File: src/rtl/tinker_pkg.sv
// Shared types and constants for the Tinker memory arbiter.
// Holds FSM states, requester ids and the access-latency bound.
package tinker_pkg;

    typedef enum logic [1:0] {
        IDLE   = 2'd0,
        ACCESS = 2'd1,
        RESP   = 2'd2
    } arb_state_t;

    typedef enum logic {
        REQ_FETCH = 1'b0,
        REQ_DATA  = 1'b1
    } req_id_t;

    // Pointer reset value: data wins the first tie under round-robin.
    localparam req_id_t FETCH_LAST = REQ_FETCH;

    localparam int MEM_LAT_MAX = 15;

endpackage

File: src/rtl/tinker_arb_picker.sv
// Requester picker: chooses fetch or data when both are valid (TINKER_ARB_RR_EN selects round-robin).
// Latency: purely combinational, 0 cycles.
// Backpressure: none; the grant is only honoured by the caller while idle.
module tinker_arb_picker
    import tinker_pkg::*;
(
    input  logic    if_valid,
    input  logic    d_valid,
    input  req_id_t last_grant,
    output req_id_t grant,
    output logic    any_valid
);

`ifdef TINKER_ARB_RR_EN
    always_comb begin
        any_valid = if_valid | d_valid;
        grant     = REQ_FETCH;
        if (if_valid && d_valid) begin
            grant = (last_grant == REQ_DATA) ? REQ_FETCH : REQ_DATA;
        end else if (d_valid) begin
            grant = REQ_DATA;
        end
    end
`else
    // Fixed priority has no use for the pointer.
    logic unused_last_grant;
    assign unused_last_grant = last_grant;

    always_comb begin
        any_valid = if_valid | d_valid;
        grant     = d_valid ? REQ_DATA : REQ_FETCH;
    end
`endif

endmodule

File: src/rtl/tinker_mem_arbiter.sv
// Single-port memory arbiter/sequencer between fetch and data requesters (TINKER_ARB_RR_EN: round-robin).
// Latency: grant at T, memory access T+1..T+MEM_LAT, response pulse at T+MEM_LAT+1.
// Backpressure: ready only in IDLE for the picked requester; one transaction in flight.
module tinker_mem_arbiter
    import tinker_pkg::*;
#(
    parameter int ADDR_W  = 64,
    parameter int DATA_W  = 64,
    parameter int MEM_LAT = 1
) (
    input  logic              clk,
    input  logic              reset,
    input  logic              if_req_valid,
    input  logic [ADDR_W-1:0] if_req_addr,
    output logic              if_req_ready,
    output logic              if_rsp_valid,
    output logic [31:0]       if_rsp_data,
    input  logic              d_req_valid,
    input  logic              d_req_we,
    input  logic [ADDR_W-1:0] d_req_addr,
    input  logic [DATA_W-1:0] d_req_wdata,
    output logic              d_req_ready,
    output logic              d_rsp_valid,
    output logic [DATA_W-1:0] d_rsp_data,
    output logic [ADDR_W-1:0] mem_addr,
    output logic              mem_read_en,
    output logic              mem_write_en,
    output logic [DATA_W-1:0] mem_wdata,
    input  logic [DATA_W-1:0] mem_rdata,
    output logic              busy
);

    localparam logic [3:0] LAT_M1 = 4'(MEM_LAT - 1);

    arb_state_t        state_q, state_d;
    logic [3:0]        cnt_q;
    req_id_t           owner_q;
    logic              we_q;
    logic [ADDR_W-1:0] addr_q;
    logic [DATA_W-1:0] wdata_q;
    logic [DATA_W-1:0] rdata_q;

    req_id_t grant;
    req_id_t last_grant;
    logic    any_valid;
    logic    hs;

    tinker_arb_picker u_picker (
        .if_valid   (if_req_valid),
        .d_valid    (d_req_valid),
        .last_grant (last_grant),
        .grant      (grant),
        .any_valid  (any_valid)
    );

    assign hs = (state_q == IDLE) && any_valid;

`ifdef TINKER_ARB_RR_EN
    req_id_t last_q;
    always_ff @(posedge clk or posedge reset) begin
        if (reset) begin
            last_q <= FETCH_LAST;
        end else if (hs) begin
            last_q <= grant;
        end
    end
    assign last_grant = last_q;
`else
    assign last_grant = FETCH_LAST;
`endif

    always_ff @(posedge clk or posedge reset) begin
        if (reset) begin
            state_q <= IDLE;
        end else begin
            state_q <= state_d;
        end
    end

    always_comb begin
        state_d      = state_q;
        if_req_ready = 1'b0;
        d_req_ready  = 1'b0;
        if_rsp_valid = 1'b0;
        d_rsp_valid  = 1'b0;
        mem_addr     = '0;
        mem_wdata    = '0;
        mem_read_en  = 1'b0;
        mem_write_en = 1'b0;
        case (state_q)
            IDLE: begin
                if_req_ready = if_req_valid && (grant == REQ_FETCH);
                d_req_ready  = d_req_valid && (grant == REQ_DATA);
                if (any_valid) begin
                    state_d = ACCESS;
                end
            end
            ACCESS: begin
                mem_addr     = addr_q;
                mem_wdata    = wdata_q;
                mem_read_en  = !we_q;
                // The counter starts at LAT_M1, so this marks the first access cycle.
                mem_write_en = we_q && (cnt_q == LAT_M1);
                if (cnt_q == 4'd0) begin
                    state_d = RESP;
                end
            end
            RESP: begin
                if_rsp_valid = (owner_q == REQ_FETCH);
                d_rsp_valid  = (owner_q == REQ_DATA);
                state_d      = IDLE;
            end
            default: state_d = IDLE;
        endcase
    end

    always_ff @(posedge clk or posedge reset) begin
        if (reset) begin
            cnt_q   <= '0;
            owner_q <= REQ_FETCH;
            we_q    <= 1'b0;
            addr_q  <= '0;
            wdata_q <= '0;
            rdata_q <= '0;
        end else if (hs) begin
            cnt_q   <= LAT_M1;
            owner_q <= grant;
            we_q    <= (grant == REQ_DATA) && d_req_we;
            addr_q  <= (grant == REQ_DATA) ? d_req_addr : if_req_addr;
            wdata_q <= (grant == REQ_DATA) ? d_req_wdata : '0;
        end else if (state_q == ACCESS) begin
            if (cnt_q == 4'd0) begin
                rdata_q <= we_q ? '0 : mem_rdata;
            end else begin
                cnt_q <= cnt_q - 4'd1;
            end
        end
    end

    assign if_rsp_data = rdata_q[31:0];
    assign d_rsp_data  = rdata_q;
    assign busy        = (state_q != IDLE);

endmodule

File: config.mk
export PLATFORM = sky130hd
export DESIGN_NAME = tinker_mem_arbiter
export DESIGN_NICKNAME = d
export VERILOG_FILES = /design/src/rtl/tinker_pkg.sv /design/src/rtl/tinker_arb_picker.sv /design/src/rtl/tinker_mem_arbiter.sv
export SDC_FILE = /design/constraint.sdc
export NUM_CORES = 1
export LEC_CHECK = 0
export ABC_AREA = 1
export CAP_MARGIN = 20
export CORE_AREA = 2 2 192 194
export DETAILED_ROUTE_END_ITERATION = 10
export DIE_AREA = 0 0 194 196
export PLACE_DENSITY_LB_ADDON = 0.1
export REMOVE_ABC_BUFFERS = 1
export SETUP_SLACK_MARGIN = 0.1
export SLEW_MARGIN = 20
export SYNTH_ARGS = -nofsm -noshare
export SYNTH_HDL_FRONTEND = slang
export SYNTH_SLANG_ARGS = --single-unit
File: constraint.sdc
create_clock -name clk -period 7.3 [get_ports clk]
set_input_delay 1.095 -clock clk [delete_from_list [all_inputs] [get_ports clk]]
set_output_delay 1.095 -clock clk [all_outputs]
set_load 0.1 [all_outputs]
## After elaboration in Yosys (flattened, before gate mapping)

Index checks and enable logic that the tools add are counted.

| cells by class | value |
|---|---|
| add/sub/neg operators | 1 |
| equality and inequality tests | 5 |
| multiplexer cells | 18 |
| bitwise logic cells | 4 |
| reduce and logical (&&, ||, !) cells | 13 |

Operators with widths:

| cell | count |
|---|---|
| 64-bit two-way mux | 5 |
| 4-bit two-way mux | 3 |
| 1-bit two-way mux | 7 |
| 2-bit inequality test, second input constant | 3 |
| 1-bit logical AND | 5 |
| 4-bit logical NOT | 1 |
| 2-bit two-way mux | 2 |
| 2-bit case mux with 2 select lines | 1 |
| 2-bit AND reduction | 2 |
| 2-bit nonzero test | 2 |
| 4-bit by 1-bit subtractor with 4-bit output, second input constant | 1 |
| 1-bit NOT | 3 |
| 3-bit AND reduction | 1 |
| 2-bit by 1-bit equality test with 1-bit output, second input constant | 1 |
| 2-bit equality test, second input constant | 1 |
| 2-bit logical NOT | 1 |
| 1-bit logical NOT | 1 |
| 1-bit bitwise OR | 1 |

| storage, ports and cells | value |
|---|---|
| bits in registers | 200 |
| bits of input ports | 261 |
| output and inout port bits | 231 |

## Longest topological paths before layout

| logic depth | value |
|---|---|
| depth in word-level cells | 4 |
| gate-level depth with buffers | 9 |
| depth with buffers taken out | 7 |

## By module

A second synthesis with hierarchy kept.

| unflattened totals | value |
|---|---|
| cells, all modules | 1198 |
| area total of the unflattened synthesis | 9422.8 µm² |

Modules (own cells, without submodules):

| module | times used | cells an instance | area an instance (µm²) | sequential area each (µm²) |
|---|---|---|---|---|
| tinker_mem_arbiter | 1 | 1194 | 9404.0 | 5004.8 |
| tinker_arb_picker | 1 | 4 | 18.8 | 0.0 |

## Worst setup path after synthesis

OpenSTA, ideal clock, no wires.

| timing path | value |
|---|---|
| path kind | input -> output |
| from | input port d_req_valid |
| to | output port if_req_ready |
| arrival | 2.959 ns |
| setup slack | 3.246 ns |
| stages on the path | 5 |
| buffers on the path | 2 |
| cells stage by stage | inv_1 > clkbuf_1 > buf_2 > nand2_1 > nor2_1 |

| on the way | value |
|---|---|
| longest elaborated chain between the ends | 4 |

Ends and longest elaborated chain:

| element | line | source |
|---|---|---|
| from (decl) | tinker_mem_arbiter.sv:18 | `input logic d_req_valid,` |
| 1-bit two-way mux | tinker_arb_picker.sv:31 | `grant = d_valid ? REQ_DATA : REQ_FETCH;` |
| 1-bit NOT | tinker_mem_arbiter.sv:92 | `if_req_ready = if_req_valid && (grant == REQ_FETCH);` |
| 1-bit logical AND | tinker_mem_arbiter.sv:92 |  |
| 1-bit two-way mux | tinker_mem_arbiter.sv:90 | `case (state_q)` |
| to (decl) | tinker_mem_arbiter.sv:15 | `output logic if_req_ready,` |

Every way passes these cells.

## Worst setup path after layout

| timing path | value |
|---|---|
| from | register state_q[0] |
| to | output port mem_wdata[50] |

| on the way | value |
|---|---|
| longest elaborated chain between the ends | 2 |

Ends and longest elaborated chain:

| element | line | source |
|---|---|---|
| from (decl) | tinker_mem_arbiter.sv:35 | `arb_state_t state_q, state_d;` |
| from (signal assigned) | tinker_mem_arbiter.sv:76 | `state_q <= state_d;` |
| 2-bit by 1-bit equality test with 1-bit output | tinker_mem_arbiter.sv:90 |  |
| 64-bit two-way mux | tinker_mem_arbiter.sv:90 |  |
| to (decl) | tinker_mem_arbiter.sv:28 | `output logic [DATA_W-1:0] mem_wdata,` |

Every way passes these cells.

==> out/qor.yml <==
core-area_mm2: 0.0361
post_drt_via_cell_ratio: 4.11
cts_buffers: 17
dpl_worst_slack_ns: 3.18
synth_fa_ha_area_share_pct: 0.133
grt.total_usage_pct: 17.1
clock_sinks: 200
layout_common_cells: "nand2_1 (522), clkdlybuf4s50_1 (490), dfrtp_1 (200)"
drc: 0
drive_gt1_share_pct: 2.74
cts_hold_buf: 0
synth_compound_gate_area_share_pct: 7.16
setup_viol: 0
synth-simple-area-share_pct: 27.1
ctsRootBufferMaster: "clkbuf_16"
avgSynthCellArea_um2: 7.53
required_ns: 6.20
synth_cell_type_count: 22
fin_crit_ns: 4.49
grt_max_degree: 105
grt_pass1_wl_um: 50600
dpl_cell_area_mm2: 0.0144
synth_top_family_by_area: "simple AND/OR/NAND/NOR gates"
ys.flop_type: "dfrtp_1"
tightest_slew_ns: 1.08
slew_headroom_pct: 28.1
grt_antenna_before_repair: 1
cts_setup_buffers: 0
timing.rr.start: "state_q[0]"
cap_violations: 0
wl_per_cell_um: 15.3
crit_start: "state_q[0]"
synth_xor_area_share_pct: 0
fin_nets: 1927
tritoncts: "yes"
num_rows: 70
grt.overflow.total: 0
post_cts_resized: 0
die_w_um: 194
path_class: "flip-flop to primary output"
setup_ws_ns: 2.81
initial_core_util_pct: 26.0
cp_max_fo: 83
die_h_um: 196
port_buffers: 491
place_congestion: 0.779
synth_edf_count: 0
fin_tns_setup_ns: 0
dr_total_vias: 8827
drt_iter0_markers: 443
synth.ff_latch_count: 200
async_flop_share_pct: 100
hp-start: "d_rsp_data[40]"
cp-end-kind: "primary output"
clk_path_buf_depth: 2
clk_pin_slew_ns: 0.08
boundaryPins: 492
dp_hpwl_um: 23800
slew_viol_final: 0
fin_area_mm2: 0.0149
min_period_over_period_pct: 61.5
mostFrequentLayoutCell: "nand2_1"
rsz0062_at_grt: "no"
worstPathArrival_ns: 3.39
cts_htree_levels: 4
synthDominantCellAreaShare_pct: 53.3
drt-total-wl_um: 32800
final_cells: 2146
syn2layout_area_growth_pct: 58.9
fmax_mhz: 223
postSynthCellCount: 1247
netlist_area_mm2: 0.00939
ant_nets: 0
synthTopCellsByArea: "dfrtp_1 (53%), nand2_1 (21%), inv_1 (5.6%), nor2_1 (5.4%), o21ai_0 (4.4%)"
synth_warnings: 0
hold_violations: 0
holdCritPathClass: "flip-flop to flip-flop"
status: "finished, final reports clean"
yosys.area.top_type: "dfrtp_1"
place_inst: 2114
dieArea_mm2: 0.0380
first_pass_iters: 4
grt_pass1_vias: 8763
muxShareOfSynthArea_pct: 0
insertion_delay_ns: 0.43
ys_seq_area_share_pct: 53.3
skew_ns: 0.0143
crit_path_start_kind: "flip-flop"
==> worst paths after layout <==
check,slack (ns),cells past startpoint,end
max in group asynchronous,4.85,3,addr_q[47]
setup reg to reg,4.36,5,addr_q[18]
setup / recovery,2.81,4,mem_wdata[50]
hold reg to reg,0.48,2,d_rsp_data[40]
hold / removal,0.48,2,d_rsp_data[40]
min in group asynchronous,1.15,2,addr_q[42]
==> area by class of cell <==
class / count / area, um2
repair buffers: 500 / 4980
clock buffers: 20 / 447
inverters: 142 / 543
multi-input cells: 804 / 3240
flip-flops and latches: 200 / 5000
fillers: 3790 / 21200
well taps: 468 / 586
diodes: 1 / 2.50
clock inverters: 11 / 115
==> sequential cells by signal, indices dropped and copies added (netlist names) <==
signal and count:
wdata_q 64, d_rsp_data 64, state_q 2, cnt_q 4
addr_q 64, owner_q 1, we_q 1
==> cells in the mapped netlist (2+ instances only) <==
cell and number:
nor3_1 2, o21ai_1 47, clkbuf_1 21, nand3_1 8, dfrtp_1 200, nand2_1 522, buf_2 27, inv_1 141
buf_6 6, o21ai_0 83, buf_4 42, nor2_1 134, buf_1 5
==> cell families after synthesis <==
| family | count (synthesis) |
|---|---|
| buffers and inverters | 243 |
| AO/OA/AOI/OAI | 133 |
| flip-flops | 200 |
| adder cells (fa/ha/maj) | 1 |
| AND/OR/NAND/NOR | 670 |
==> worst max-delay path, stage by stage (launching register included) <==
cell	delay, ns
dfrtp_1	0.45
nand2_4	0.47
buf_4	0.79
nor2_1	0.13
clkdlybuf4s50_1	1.01
==> through the flow <==
stage                     hold WS, ns  utilization [%]
final                           0.480             41.3
after global routing            0.507             41.3
after CTS                       0.484             41.3
after detailed placement        0.464             39.8
after global placement          0.460             39.8
after floorplan                 0.476                -
==> per-layer routing <==
layer	vias to the layer above	GRT usage (%)	share of wire, %
met5	-	0	0
met4	0	4.46	1.5
met3	23	4.97	7.1
met2	308	28.6	48
met1	3983	21.5	43
li1	4513	-	-
Power is not shown: default switching activity piles up to over one toggle a cycle in this logic, so the estimate is an artifact.
==> RTL edit 1, RTL diff (same settings) <==
Encoding of `arb_state_t`: now one-hot (3 bits for 3 states).
--- a/src/rtl/tinker_pkg.sv
+++ b/src/rtl/tinker_pkg.sv
@@ -4,6 +4,6 @@
 
-    typedef enum logic [1:0] {
-        IDLE   = 2'd0,
-        ACCESS = 2'd1,
-        RESP   = 2'd2
+    typedef enum logic [2:0] {
+        IDLE   = 3'b001,
+        ACCESS = 3'b010,
+        RESP   = 3'b100
     } arb_state_t;
Behaviour: no difference found for any inputs over 4 cycles, from zero or initial values and one cycle with reset high; so few cycles prove little.
==> RTL edit 1 against the original RTL <==
Final area rose by 5.9%; via count rose by 8.7%; synthesized area rose by 7.0%; critical path depth rose by 1; critical path type unchanged; sequential cell count rose by 1; hold slack improved by 0.039 ns; worst setup slack got worse by 0.32 ns; wire length rose by 11%.
==> RTL edit 1: results (changes against the original RTL) <==
- Status: complete, no violations
- Fillers: 3783 (-0.18%)
- Clock Pin Slew Worst Setup and Hold Paths: 0.06 ns (-0.02 ns)
- Leak: 7.38 nW
- Tightest Hold Check Type: flip-flop to flip-flop
- YS warnings: 0 (unchanged)
- Num CTS Buffers: 25 (+8)
- Gpl congestion: 0.784 (+0.69%)
- Antenna violations before repair: 8 (+7)
- TritonRoute pass-1 iters: 4 (unchanged)
- Routed vias: 9593 (+8.7%)
- Fin nets: 2068 (+7.3%)
- DP HPWL: 26400 um (+11%)
- CTS H-tree depth: 1 (-3)
- Dpl ws: 2.51 ns (-0.664 ns)
- Synthesized area per cell: 7.24 um2 (-3.8%)
- Worst-Margin Slew: 1.08 ns (+0.00243 ns)
- Arrival time at the worst endpoint: 3.71 ns (+0.32 ns)
- Clock Skews: 0.0179 ns (+0.00359 ns)
- Synth area leaders: dfrtp_1, nand2_1, inv_1, o21ai_0, nor2_1
- Global-route wire length before repair: 55400 um (+9.6%)
- Synth top cells by count: nand2_1, inv_1, dfrtp_1, nor2_1, o21ai_0
- Placed cells: 2247 (+6.3%)
- Placed Area: 0.0150 mm2 (+4.3%)
- Vias in the first global route: 9524 (+8.7%)
- Crit-path max FO: 76 (-8.4%)
- Share of flip-flops with an asynchronous set or reset: 100% (unchanged)
- Share of post-route cells with drive strength above 1: 3.29% (+0.55 points)
- Post-cts resize count: 0 (unchanged)
- Synth cell types: 21 (-4.5%)
- Port buffer count: 491 (unchanged)
- Tot GR Track Use: 18.6% (+1.5 points)
- CTS Buffer Depth: 3 (+1)
- Via/cell ratio: 4.18 (+1.7%)
- Initial DRC count: 335 (-24%)
- Seq/Total Area, Yosys: 50.1% (-3.2 points)
- Largest net degree at the start of global routing: 129 (+23%)
- Post-Route WL: 36500 um (+11%)
- Clock Latency Late Sink: 0.53 ns (+0.10 ns)
## RTL edit 1: cell count changes after synthesis, sizes merged
| cell | delta |
|---|---|
| inv | +127 |
| nand2 | -128 |
| clkbuf | -5 |
| xor2 | +1 |
| nor2 | +67 |
| o21ai | +65 |
| a21oi | -1 |
| dfstp | +1 |
| buf | +13 |
## RTL edit 1: cell families after synthesis
family | synth area share [%]
flip-flops | 50.1
AND/OR/NAND/NOR | 23.1
adder cells (fa/ha/maj) | 0.125
buffers and inverters | 16.8
AO/OA/AOI/OAI | 9.84
XOR/XNOR | 0.0872
## RTL edit 1: metal layers
metal,share of wire [%],vias to the layer above,wire length (um),track usage [%]
met2,48,348,17600,32.6
met5,0.24,-,87,0
met3,8.7,62,3170,6.17
li1,-,4875,-,-
met4,2.1,12,774,4.35
met1,41,4296,14900,21.9
## RTL edit 1: path summary, 6_finish.rpt
path                        startpoint             end  slack, ns  depth (start not counted)
max reg2reg                 state_q[0]        cnt_q[0]       4.72                          7
max in group asynchronous        reset            we_q       4.86                          3
min reg2reg                wdata_q[34]     wdata_q[34]       0.52                          2
max                         state_q[2]     mem_addr[1]       2.49                          5
min in group asynchronous        reset  d_rsp_data[32]       1.04                          2
min                        wdata_q[34]     wdata_q[34]       0.52                          2
## RTL edit 1: layout make-up
| type | instances | area (um2) | share of cell area (%) |
|---|---|---|---|
| clock buffer | 39 | 758 | 4.80 |
| clock inverter | 6 | 62.6 | 0.396 |
| timing repair buffer | 501 | 4990 | 31.6 |
| inverter | 269 | 1020 | 6.45 |
| antenna | 1 | 2.50 | 0.0158 |
| sequential | 201 | 5030 | 31.8 |
| tap | 468 | 586 | 3.71 |
| multi-input combinational | 808 | 3350 | 21.2 |
## RTL edit 1: worst max-delay path: stages (launching register included)
cell             delay [ns]
dfrtp_1                0.40
inv_1                  0.12
nand3_4                0.67
buf_4                  0.59
nor2_1                 0.20
clkdlybuf4s50_1        1.15
## RTL edit 1: power breakdown
group | switching, mW | internal [mW]
combinational | 3.83 | 1.06
clock | 0.496 | 0.746
sequential | 0.212 | 1.62
total | 4.54 | 3.43
==> RTL edit 2, RTL diff (same flow settings) <==
Made on the original files. Build with the macro `TINKER_ARB_RR_EN` defined.
--- a/src/rtl/tinker_arb_picker.sv
+++ b/src/rtl/tinker_arb_picker.sv
@@ -3,2 +3,4 @@
 // Backpressure: none; the grant is only honoured by the caller while idle.
+`define TINKER_ARB_RR_EN
+
 module tinker_arb_picker
Function: changed (Yosys sat finds a counterexample within 4 cycles, from zero or initial values and one cycle with reset high).
==> RTL edit 2 against the original RTL <==
Synthesized area grew 1.9%; global-route usage grew 0.71 points; sequential cell count is the same; final area grew 2.2%; via count grew 3.7%; highest routed layer is now met5; critical path type is now primary input to output port; worst setup slack lost 0.25 ns; hold slack lost 0.00076 ns; wire length grew 4.1%.
Power is left out: the tool's default activity adds up to more than one toggle a clock period on the data nets, which glitch-free logic cannot reach.
==> RTL edit 2: results (changes against the original RTL) <==
- Status: complete, no violations
- Fin nets: 1992 (+3.4%)
- Post-Route WL: 34100 um (+4.1%)
- Slew margin rel.: 28.4% (+0.33 points)
- Metal2 WL: 16600 um (+5.2%)
- Ys flop type: dfrtp_1
- Seq/Total Area, Yosys: 52.3% (-1.0 points)
- R2R Setup Slk: 4.23 ns (-0.13 ns)
- Met2 Resource Use GR: 29.8% (+1.2 points)
- Synth top cells by count: nand2_1, inv_1, dfrtp_1
- Tot GR Track Use: 17.8% (+0.71 points)
- Setup crit start kind: primary input
- Routed wl met3: 2410 um (+3.4%)
- Arrival time at the worst endpoint: 3.64 ns (+0.25 ns)
- Gpl congestion: 0.766 (-1.7%)
- Met3 GRT Util: 5.66% (+0.69 points)
- M1 wire length: 14300 um (+1.0%)
- DP HPWL: 24200 um (+1.9%)
- R2r endpoint: addr_q[29]
- Antenna violations before repair: 2 (+1)
- Initial DRC count: 321 (-28%)
- Share of post-route cells with drive strength above 1: 2.64% (-0.10 points)
- Worst setup path startpoint: if_req_valid
- Hold Startpoint: d_rsp_data[61]
- GR Util met1: 21.5% (about the same)
- Via/cell ratio: 4.14 (+0.59%)
- Synth area leaders: dfrtp_1, nand2_1, inv_1, nor2_1, o21ai_0
- Clock Skews: 0.0120 ns (-0.00230 ns)
- Crit-path max FO: 69 (-17%)
## RTL edit 2: cell types whose count changed in the layout (fill, tap and decap cells not counted), moves of 3 or more
cell / unedited run / this run
inv_1: 138 / 202
bufinv_16: 1 / 4
o21ai_0: 83 / 129
o21ai_1: 47 / 1
clkinv_2: 0 / 3
nor2_1: 134 / 198
clkinvlp_4: 4 / 1
nand2_1: 522 / 459
## RTL edit 2: metrics by stage
stage,utilization [%],instances,area [um2],setup slack (ns),hold slack [ns]
floorplan,-,1211,9010,0.751,0.453
global placement,40.5,2179,14600,2.41,0.462
detailed placement,40.5,2179,14600,2.48,0.465
CTS,42.3,2211,15200,2.47,0.485
global route,42.3,2212,15200,2.37,0.501
finish,42.3,2212,15200,2.56,0.479
## RTL edit 2: worst max-delay path by stage
stage                        end  slack, ns  cells after the start
CTS                 if_req_ready       2.47                      6
floorplan              addr_q[0]       0.75                      1
global placement    if_req_ready       2.41                      6
finish              if_req_ready       2.56                      6
detailed placement  if_req_ready       2.48                      6
global route        mem_write_en       2.37                      7
## RTL edit 2: layout make-up
cell class | instances | area [um2]
Clock inverter | 11 | 169
Inverter | 205 | 779
Timing Repair Buffer | 500 | 4980
Fill cell | 3785 | 20800
Antenna cell | 1 | 2.50
Multi-Input combinational cell | 806 | 3260
Sequential cell | 200 | 5000
Tap cell | 468 | 586
Clock buffer | 21 | 460
## RTL edit 2: cells by family after synthesis
kind of cell / share of synthesized area, %
compound gates: 7.02
fa+ha+maj: 0.131
buf+inv: 13.9
flops: 52.3
simple gates: 26.7
## RTL edit 2: worst max-delay path: stages
cell and delay, ns:
clkdlybuf4s50_1 0.54, nand2_1 0.11, nand2_4 0.53, nand2_1 0.10
nor2_1 0.11, clkdlybuf4s50_1 1.14
